==> config.mk <==
export PLATFORM = sky130hd
export DESIGN_NAME = alu_result_sel_flat
export DESIGN_NICKNAME = d
export VERILOG_FILES = /design/src/rtl/alu_result_sel_if.sv /design/src/rtl/alu_result_sel.sv /design/src/flat_wrapper.sv
export SDC_FILE = /design/constraint.sdc
export NUM_CORES = 1
export LEC_CHECK = 0
export ABC_AREA = 0
export BUFFER_PORTS_ARGS = -buffer_cell sky130_fd_sc_hd__buf_2
export CAP_MARGIN = 10
export CORE_ASPECT_RATIO = 1.1
export CORE_MARGIN = 3
export CORE_UTILIZATION = 43
export DETAILED_ROUTE_END_ITERATION = 8
export PLACE_DENSITY = 0.74
export SLEW_MARGIN = 25
export SYNTH_ARGS = -nofsm -noshare
export SYNTH_HDL_FRONTEND = slang
export SYNTH_SLANG_ARGS = --single-unit
==> constraint.sdc <==
create_clock -name clk -period 2.8 [get_ports clk]
set_input_delay 0.14 -clock clk [delete_from_list [all_inputs] [get_ports clk]]
set_output_delay 0.14 -clock clk [all_outputs]
set_load 0.01 [all_outputs]
==> src/rtl/alu_result_sel_if.sv <==
// Request/response bundle between the issue logic and the result selector.
// The requester is the master; the selector is the slave.
interface alu_result_sel_if #(
  parameter int WIDTH = 32
);
  logic             req_valid;
  logic             req_ready;
  logic [5:0]       func;
  logic [WIDTH-1:0] alu_in;
  logic [WIDTH-1:0] shift_in;
  logic             resp_valid;
  logic [WIDTH-1:0] resp_data;
  logic             resp_err;

  modport master (
    output req_valid, func, alu_in, shift_in,
    input  req_ready, resp_valid, resp_data, resp_err
  );

  modport slave (
    input  req_valid, func, alu_in, shift_in,
    output req_ready, resp_valid, resp_data, resp_err
  );
endinterface

==> src/rtl/alu_result_sel.sv <==
// Writeback result selector: routes ALU/shift/HI/LO by funct,
// owns HI/LO and sequences the multi-cycle MDU with a timeout.
module alu_result_sel #(
  parameter int WIDTH       = 32,
  parameter int MDU_TIMEOUT = 64
) (
  input  logic             clk,
  input  logic             reset,
  alu_result_sel_if.slave  req,
  input  logic [WIDTH-1:0] mdu_hi,
  input  logic [WIDTH-1:0] mdu_lo,
  input  logic             mdu_done,
  output logic             mdu_start,
  output logic             mdu_op,
  output logic [WIDTH-1:0] hi_q,
  output logic [WIDTH-1:0] lo_q
);
  localparam int CW = $clog2(MDU_TIMEOUT + 1);

  localparam logic [5:0] F_AND   = 6'b100100;
  localparam logic [5:0] F_OR    = 6'b100101;
  localparam logic [5:0] F_ADD   = 6'b100000;
  localparam logic [5:0] F_SUB   = 6'b100010;
  localparam logic [5:0] F_SLT   = 6'b101010;
  localparam logic [5:0] F_SLL   = 6'b000000;
  localparam logic [5:0] F_DIVU  = 6'b011011;
  localparam logic [5:0] F_MULTU = 6'b011001;
  localparam logic [5:0] F_MFHI  = 6'b010000;
  localparam logic [5:0] F_MFLO  = 6'b010010;

  typedef enum logic {IDLE, BUSY} state_t;

  state_t           state;
  state_t           state_nx;
  logic [WIDTH-1:0] hi;
  logic [WIDTH-1:0] lo;
  logic [CW-1:0]    cnt;

  logic             is_alu;
  logic             is_sll;
  logic             is_mfhi;
  logic             is_mflo;
  logic             is_divu;
  logic             is_multu;
  logic             is_mdu;
  logic             unknown;
  logic             accept;
  logic             launch;
  logic             timeout;
  logic [WIDTH-1:0] sel_data;

  assign is_alu   = req.func inside {F_AND, F_OR, F_ADD, F_SUB, F_SLT};
  assign is_sll   = req.func == F_SLL;
  assign is_mfhi  = req.func == F_MFHI;
  assign is_mflo  = req.func == F_MFLO;
  assign is_divu  = req.func == F_DIVU;
  assign is_multu = req.func == F_MULTU;
  assign is_mdu   = is_divu | is_multu;
  assign unknown  = ~(is_alu | is_sll | is_mfhi | is_mflo | is_mdu);

  assign accept  = req.req_valid & req.req_ready;
  assign launch  = accept & is_mdu;
  assign timeout = (state == BUSY) & ~mdu_done
                 & (cnt == CW'(MDU_TIMEOUT - 1));

  assign hi_q = hi;
  assign lo_q = lo;

  always_ff @(posedge clk or posedge reset) begin
    if (reset) state <= IDLE;
    else       state <= state_nx;
  end

  always_comb begin
    state_nx = state;
    unique case (state)
      IDLE: if (launch) state_nx = BUSY;
      BUSY: if (mdu_done | timeout) state_nx = IDLE;
      default: state_nx = IDLE;
    endcase
  end

  // HI/LO readers and new MDU ops must wait for the op in flight
  always_comb begin
    req.req_ready = (state == IDLE) | ~(is_mdu | is_mfhi | is_mflo);
    sel_data      = '0;
    unique case (1'b1)
      is_alu:  sel_data = req.alu_in;
      is_sll:  sel_data = req.shift_in;
      is_mfhi: sel_data = hi;
      is_mflo: sel_data = lo;
      default: sel_data = '0;
    endcase
  end

  always_ff @(posedge clk or posedge reset) begin
    if (reset) begin
      hi             <= '0;
      lo             <= '0;
      cnt            <= '0;
      mdu_start      <= 1'b0;
      mdu_op         <= 1'b0;
      req.resp_valid <= 1'b0;
      req.resp_data  <= '0;
      req.resp_err   <= 1'b0;
    end else begin
      req.resp_valid <= accept;
      req.resp_err   <= (accept & unknown) | timeout;
      mdu_start      <= launch;
      if (accept) req.resp_data <= sel_data;
      if (launch) begin
        mdu_op <= is_multu;
        cnt    <= '0;
      end else if (state == BUSY) begin
        cnt <= cnt + 1'b1;
      end
      if ((state == BUSY) & mdu_done) begin
        hi <= mdu_hi;
        lo <= mdu_lo;
      end
    end
  end
endmodule
==> src/flat_wrapper.sv <==
// flat-port wrapper written by rule: the top's interface ports become plain ports
module alu_result_sel_flat 
#(
  parameter int WIDTH       = 32,
  parameter int MDU_TIMEOUT = 64
)
  (clk, reset, mdu_hi, mdu_lo, mdu_done, mdu_start, mdu_op, hi_q, lo_q, req_req_valid, req_func, req_alu_in, req_shift_in, req_req_ready, req_resp_valid, req_resp_data, req_resp_err);
  alu_result_sel_if #(.WIDTH(WIDTH)) req_i ();
  input  logic clk;
  input  logic reset;
  input  logic [WIDTH-1:0] mdu_hi;
  input  logic [WIDTH-1:0] mdu_lo;
  input  logic mdu_done;
  output logic mdu_start;
  output logic mdu_op;
  output logic [WIDTH-1:0] hi_q;
  output logic [WIDTH-1:0] lo_q;
  input wire logic [$bits(req_i.req_valid)-1:0] req_req_valid;
  input wire logic [$bits(req_i.func)-1:0] req_func;
  input wire logic [$bits(req_i.alu_in)-1:0] req_alu_in;
  input wire logic [$bits(req_i.shift_in)-1:0] req_shift_in;
  output wire logic [$bits(req_i.req_ready)-1:0] req_req_ready;
  output wire logic [$bits(req_i.resp_valid)-1:0] req_resp_valid;
  output wire logic [$bits(req_i.resp_data)-1:0] req_resp_data;
  output wire logic [$bits(req_i.resp_err)-1:0] req_resp_err;
  assign req_i.req_valid = req_req_valid;
  assign req_i.func = req_func;
  assign req_i.alu_in = req_alu_in;
  assign req_i.shift_in = req_shift_in;
  assign req_req_ready = req_i.req_ready;
  assign req_resp_valid = req_i.resp_valid;
  assign req_resp_data = req_i.resp_data;
  assign req_resp_err = req_i.resp_err;
  alu_result_sel #(.WIDTH(WIDTH), .MDU_TIMEOUT(MDU_TIMEOUT)) u_core (.clk(clk), .reset(reset), .req(req_i), .mdu_hi(mdu_hi), .mdu_lo(mdu_lo), .mdu_done(mdu_done), .mdu_start(mdu_start), .mdu_op(mdu_op), .hi_q(hi_q), .lo_q(lo_q));
endmodule
### After elaboration in Yosys (flattened, before gate mapping)

Cells that the tools add are included.

* register bits after elaboration: 108
* logic and storage cells: 49

* eq/ne operators: 10
* add/sub/neg operators: 1
* multiplexer cells: 6
* reductions and logical operators: 3
* bitwise operators: 20

Operators with widths (number)
* $pmux 32 s4: 1
* $eq 6x6->1 const B: 5
* $eq 6x5->1 const B: 4
* $mux 7: 2
* $or 1x1->1: 10
* $add 7x1->7 const B: 1
* $eq 7x6->1 const B: 1
* $and 1x1->1: 6
* $logic_not 6->1: 1
* $reduce_bool 5->1: 1
* $not 1->1: 4
* $mux 1: 2
* $pmux 1 s2: 1
* $reduce_bool 2->1: 1

### Longest topological paths before layout

Gate-level depths: netlist of run 1.

* word-level depth: 10
* depth in mapped cells: 7
* mapped depth without buffers: 5

### Worst setup path before layout of run 1

No wires, ideal clock.

* kind: register to register
* from: reg u_core.state
* to: reg u_core.lo[12], in the netlist u_core.lo_q[12]
* period minus slack after synthesis: 1.439 ns
* cell stages (with the launch flop): 5
* arrival time: 1.315 ns
* setup time: 0.125 ns
* required time: 2.675 ns
* slack: 1.361 ns
* path through: dfrtp_1 buf_2 nand2_1 buf_2 mux2_2

* word-level cells in the longest chain between the ends: 1

Ends and longest elaborated chain
* start, declared: line alu_result_sel.sv:33 `state_t state;`
* start signal, assigned: line alu_result_sel.sv:71 `else state <= state_nx;`
* $and 1x1->1: line alu_result_sel.sv:117 `if ((state == BUSY) & mdu_done) begin`
* end signal, assigned: line alu_result_sel.sv:119 `lo <= mdu_lo;`
* end, declared: line alu_result_sel.sv:36 `logic [WIDTH-1:0] lo;`

Every way passes these cells.
A chain may end at the register's enable or synchronous reset.

### Worst setup path after layout of run 1

* from: reg u_core.state
* to: reg u_core.req.resp_data[26]

* word-level cells in the longest chain between the ends: 3

Ends and longest elaborated chain
* $not 1->1: line alu_result_sel.sv:85 `req.req_ready = (state == IDLE) | ~(is_mdu | is_mfhi | is_mflo);`
* $or 1x1->1: line alu_result_sel.sv:85
* $and 1x1->1: line alu_result_sel.sv:61 `assign accept = req.req_valid & req.req_ready;`
* end signal, assigned: line alu_result_sel.sv:110 `if (accept) req.resp_data <= sel_data;`
* end, declared: line alu_result_sel_if.sv:22 `output req_ready, resp_valid, resp_data, resp_err`

Every way passes these cells.

==> flow_summary.toml, run 1 <==
[clocking]
root_buffer = "clkbuf_16"
clkLatencyLatePin_ns = 0.34
cts_setup_buffers = 0
numCtsBuffers = 9
clkSinkCount = 108
cts_tree = "built"
clockBufferDepth = 2
htreeDepth = 3
path_clk_slew_ns = 0.07

[synthesis]
synth_top_area_share_pct = 51.9
postSynthCellCount = 464
synth_edf_count = 0
synthDistinctLibCells = 34
synthTopCellsByArea = "dfrtp_1, nand3_1, mux2_2, a22o_1, o2111ai_1"
syn_nets = 603
syn_avg_cell_area_sq_um = 11.2
synth_top_cell_by_area = "dfrtp_1"
async_reset_ff_share_pct = 100
synthFlopType = "dfrtp_1"
ys_ff_latch = 108
yosysWarnings = 0
ys_seq_area_share_pct = 51.9
synth.cell_area_sq_um = 5200

[final_layout]
final_util_pct = 58.6
final_cells = 843
fin_nets = 828
syn_to_final_growth_pct = 31.0
design_area_sq_um = 6820
fillCellCount = 991
final_common_cell = "buf_2"
diodes = 0
final_cell_mix = "buf_2, dfrtp_1, nand3_1"
layout-drive-gt1-share_pct = 45.9

[timing]
max-slew-margin-rel_pct = 38.0
max_slew.worst_pin.slew_ns = 0.928
fin_crit_ns = 1.99
fin_tns_setup_ns = 0
drv_slew = 0
fin_ws_ns = 0.812
max_freq_ghz = 0.503
hold_violations = 0
rsz0062_at_grt = "no"
finalSetupViolCount = 0
clock-skew-final_ns = 0.00784
post-route-period-util_pct = 71.0

[power_and_ir_drop]
powerDensity_nw_per_um2 = 626
peakVddDrop_v = 0.000318
leakage_nw = 3.59

[placed_design]
place_inst = 826
placed_cell_area_sq_um = 6490
post-place-ws_ns = 0.829
dpl.hpwl_microns = 11300
io_buffers = 238
place_congestion = 0.853

[global_route]
grt_antenna_before_repair = 0
grt_overflow_total = 0
grt_usage_pct = 22.8
grt_max_degree = 52
grt_pass1_vias = 4914
grt_pass1_wl_microns = 24900

[floorplanning]
fp.dieW_microns = 111
fp.dieArea_sq_um = 13500
coreArea_sq_um = 11600
fp-row-count = 41
die_height_microns = 121
io_pins = 239
start_util_pct = 44.7

[drt]
wl_microns = 15600
vias = 4713
dr.pass1.iters = 4
wl_per_cell_microns = 18.5
via_per_inst = 5.59
ant_nets = 0
route.detailed.drc = 0
drt-initial-drc-count = 234

[worst_setup_path]
path_max_fanout = 32
worstSetupStartpointType = "flip-flop"
crit_arrival_ns = 2.26
cp_slowest_cell = "a21oi_4"
worstPathCellList = "a31o_1 > a21oi_4 > a22o_1"
reg2reg_slack_ns = 0.81
r2r-start = "u_core.state$_DFF_PP0_"
critical_path_class = "flip-flop to flip-flop"
crit_path_end_kind = "flip-flop"
required_ns = 3.07
crit_path_max_incr_delay_ns = 0.72
cp-startpoint = "u_core.state$_DFF_PP0_"

[status]
outcome = "completed"

[job]
maxCapViolCount = 0

[min_path]
hp-start = "mdu_lo[15]"
worstHoldPathType = "primary input to flip-flop"
## layer usage
layer	GRT usage, %	share of wire, %
met5	0	0
met4	7.85	1.6
met3	5.84	7.8
met2	39.8	51
met1	27.5	40
## worst max-delay path: cells and delay by family, from the launching register on
kind / cells / cell delay [ns]
flip-flops: 1 / 0.61
AO/OA/AOI/OAI: 3 / 1.30
## cells by family (layout without fill, tap and decap cells)
group / count (synthesis) / count (layout) / share of synthesized area [%]
and+or+nand+nor: 130 / 130 / 13.1
AOI/OAI and AO/OA: 77 / 77 / 12.3
adders and majority gates: 1 / 1 / 0.240
DFF: 108 / 108 / 51.9
xor gates and xnor gates: 6 / 6 / 1.01
muxes: 67 / 67 / 14.4
buffers and inverters: 75 / 304 / 6.97
## flip-flops by register name (all words and copies together), names as in the netlist
name,cells
u_core.cnt,7
u_core.hi_q,32
u_core.lo_q,32
u_core.mdu_op,1
u_core.mdu_start,1
u_core.req.resp_data,32
u_core.req.resp_err,1
u_core.req.resp_valid,1
u_core.state,1
## power by group
part | internal (mW) | switching, mW | total [mW]
Combinational | 0.449 | 0.466 | 0.916
Clock | 0.764 | 0.541 | 1.30
Sequential | 1.83 | 0.224 | 2.05
## path summary, 6_finish.rpt
| check | end | depth (start not counted) |
|---|---|---|
| setup / recovery | u_core.req.resp_data[26]$_DFFE_PP0P_ | 3 |
| hold / removal | u_core.lo_q[15]$_DFFE_PP0P_ | 2 |
| setup reg to reg | u_core.req.resp_data[26]$_DFFE_PP0P_ | 3 |
| hold reg to reg | u_core.req.resp_data[10]$_DFFE_PP0P_ | 1 |
| max in group asynchronous | u_core.req.resp_data[29]$_DFFE_PP0P_ | 4 |
| min in group asynchronous | u_core.hi_q[18]$_DFFE_PP0P_ | 3 |
## cells in the mapped netlist, types with 2 or more instances
master	instances
a21oi_1	2
mux2_1	21
a22o_1	32
mux2i_1	3
clkbuf_1	11
xor2_1	2
o2111ai_1	32
o21ai_1	5
dfrtp_1	108
inv_1	34
buf_2	20
nand3_1	102
xnor2_1	4
buf_6	7
mux2_2	43
o31ai_1	2
nand2b_1	3
nor2_1	6
nand2_1	12
## stage by stage
step	total power, mW	hold slack [ns]
finish	4.27	0.0114
CTS	4.31	0.000707
floorplan	2.52	0.242
detailed placement	3.00	0.300
global route	4.48	0.00294
global placement	2.95	0.289
## cell type report
class,instances,area (sq um),share of cell area (%)
timing repair buffer,254,1330,19.5
clock buffer,14,274,4.02
inverter,35,135,1.98
multi-input combinational,281,2160,31.7
sequential,108,2700,39.6
clock inverter,1,30.0,0.440
tap,150,188,2.75
## what timing repair did
action,in CTS,in global routing
hold buffers,2,0
hold endpoints to repair,33,0
resized for setup,0,0
Power figures use the tool's default switching activity.
==> inputs of run 2 (changes only) <==
--- a/config.mk
+++ b/config.mk
@@ -10,9 +10,9 @@
 export CAP_MARGIN = 10
 export CORE_ASPECT_RATIO = 1.1
 export CORE_MARGIN = 3
-export CORE_UTILIZATION = 43
+export CORE_UTILIZATION = 47
 export DETAILED_ROUTE_END_ITERATION = 8
-export PLACE_DENSITY = 0.74
+export PLACE_DENSITY = 0.77
 export SLEW_MARGIN = 25
 export SYNTH_ARGS = -nofsm -noshare
 export SYNTH_HDL_FRONTEND = slang
==> constraint.sdc (replaced) <==
create_clock -name clk -period 2 [get_ports clk]
set_input_delay 0.1 -clock clk [delete_from_list [all_inputs] [get_ports clk]]
set_output_delay 0.1 -clock clk [all_outputs]
set_load 0.01 [all_outputs]
==> run 2 against run 1 <==
Net effect: wire length up 12%; register-to-register slack got worse by 0.63 ns; non-clock buffer count grew 61; fmax grew 9.6%; total power grew 41%; largest cell class unchanged.
==> flow_summary.toml, run 2 (synthesized netlist as in run 1, its figures left out) <==
[status]
outcome = "completed"

[worst_setup_path]
required_ns = 2.28
worstSetupStartpointType = "flip-flop"
critical_path_class = "flip-flop to flip-flop"
crit_path_end_kind = "flip-flop"
crit_arrival_ns = 2.09
path_max_fanout = 32

[timing]
clock-skew-final_ns = 0.00657
hold_violations = 0
max_slew.worst_pin.slew_ns = 0.945
max_freq_ghz = 0.551
fin_ws_ns = 0.186
max-slew-margin-rel_pct = 36.8
post-route-period-util_pct = 90.7
finalSetupViolCount = 0
rsz0062_at_grt = "no"
drv_slew = 0
fin_crit_ns = 1.81
fin_tns_setup_ns = 0

[global_route]
grt_antenna_before_repair = 0
use_met3_pct = 6.03
use_met2_pct = 48.5
grt_busiest_layer = "met2"
gr-usage-met1_pct = 33.4
grt_pass1_wl_microns = 27200
grt_max_degree = 72
grt_usage_pct = 28.3
grt_overflow_total = 0
grt_pass1_vias = 5353

[clocking]
clkLatencyLatePin_ns = 0.34
clockBufferDepth = 2
hold_buffers = 62
cts_tree = "built"
numCtsBuffers = 9
clkSinkCount = 108
htreeDepth = 3
path_clk_slew_ns = 0.07
cts_setup_buffers = 0
root_buffer = "clkbuf_16"
post_cts_resized = 0

[power_and_ir_drop]
total_power_mw = 6.01
p_int_mw = 4.22
peakVddDrop_v = 0.000586
leakage_nw = 3.84
switching_share_pct = 29.9
clockPowerShare_pct = 28.7
seqPwrFrac_pct = 47.9
powerDensity_nw_per_um2 = 809
switching_power_mw = 1.80
power_frac_comb_pct = 23.4

[drt]
dr.pass1.iters = 5
wl_microns = 17500
ant_nets = 0
drt-initial-drc-count = 335
via_per_inst = 5.75
wl_per_cell_microns = 19.4
vias = 5160
route.detailed.drc = 0

[final_layout]
diodes = 0
final_util_pct = 70.2
fillCellCount = 760
fin_nets = 889
final_cells = 898
multiInputGateArea_sq_um = 2160
regArea_sq_um = 2700
final_cell_mix = "buf_2, dfrtp_1, nand3_1"
layout-drive-gt1-share_pct = 42.5
final_common_cell = "buf_2"
syn_to_final_growth_pct = 42.7

[floorplanning]
fp.dieArea_sq_um = 12400
coreArea_sq_um = 10600
fp.dieW_microns = 106
start_util_pct = 49.2
fp-row-count = 39
io_pins = 239
die_height_microns = 116

[placed_design]
dpl.hpwl_microns = 11400
place_inst = 820
place_congestion = 0.858
io_buffers = 238
post-place-ws_ns = 0.185

[job]
maxCapViolCount = 0

[min_path]
worstHoldPathType = "primary input to flip-flop"
## run 2: cell type report
type	count	share of cell area, %
inverters	35	1.82
clock inverters	3	0.269
clock buffers	13	3.64
repair buffers	315	26.4
flip-flops and latches	108	36.4
well taps	143	2.41
multi-input cells	281	29.1
## run 2: worst max-delay path: stages, from the launching register on
cell and delay [ns]:
dfrtp_1 0.50, a31o_1 0.27, a21oi_4 0.73, a22o_1 0.25
## run 2: through the flow
stage	cell area (sq um)	hold WS [ns]
finish	7430	0.0177
global route	7430	0.00261
CTS	7430	0.000701
detailed placement	6520	0.255
global placement	6520	0.254
floorplan	5210	0.202
## run 2: power by group through the flow
stage	Sequential [mW]	Combinational, mW	Clock, mW
3_3_place_gp	2.89	1.26	0
3_5_place_dp	2.91	1.30	0
2_1_floorplan	3.00	0.530	0
4_1_cts	2.87	1.40	1.76
5_1_grt	2.93	1.52	1.86
6_report	2.88	1.41	1.72
## run 2: final timing paths
kind / start / endpoint / slack (ns) / cells past startpoint
worst max-delay path: u_core.state$_DFF_PP0_ / u_core.req.resp_data[13]$_DFFE_PP0P_ / 0.19 / 3
worst min-delay path: mdu_hi[9] / u_core.hi_q[9]$_DFFE_PP0P_ / 0.02 / 2
worst max register to register: u_core.state$_DFF_PP0_ / u_core.req.resp_data[13]$_DFFE_PP0P_ / 0.19 / 3
worst min register to register: u_core.req.resp_data[10]$_DFFE_PP0P_ / u_core.req.resp_data[10]$_DFFE_PP0P_ / 0.50 / 1
max in group asynchronous: reset / u_core.lo_q[31]$_DFFE_PP0P_ / 1.17 / 4
min in group asynchronous: reset / u_core.lo_q[17]$_DFFE_PP0P_ / 0.43 / 4
## run 2: per-layer routing
metal  vias to the layer above  part of all wire (%)  wire length, microns
met3                        68                   8.6                  1490
met1                      2476                    36                  6320
met4                         0                   4.4                   770
li1                       2274                     -                     -
met5                         -                     0                     0
met2                       342                    51                  8880
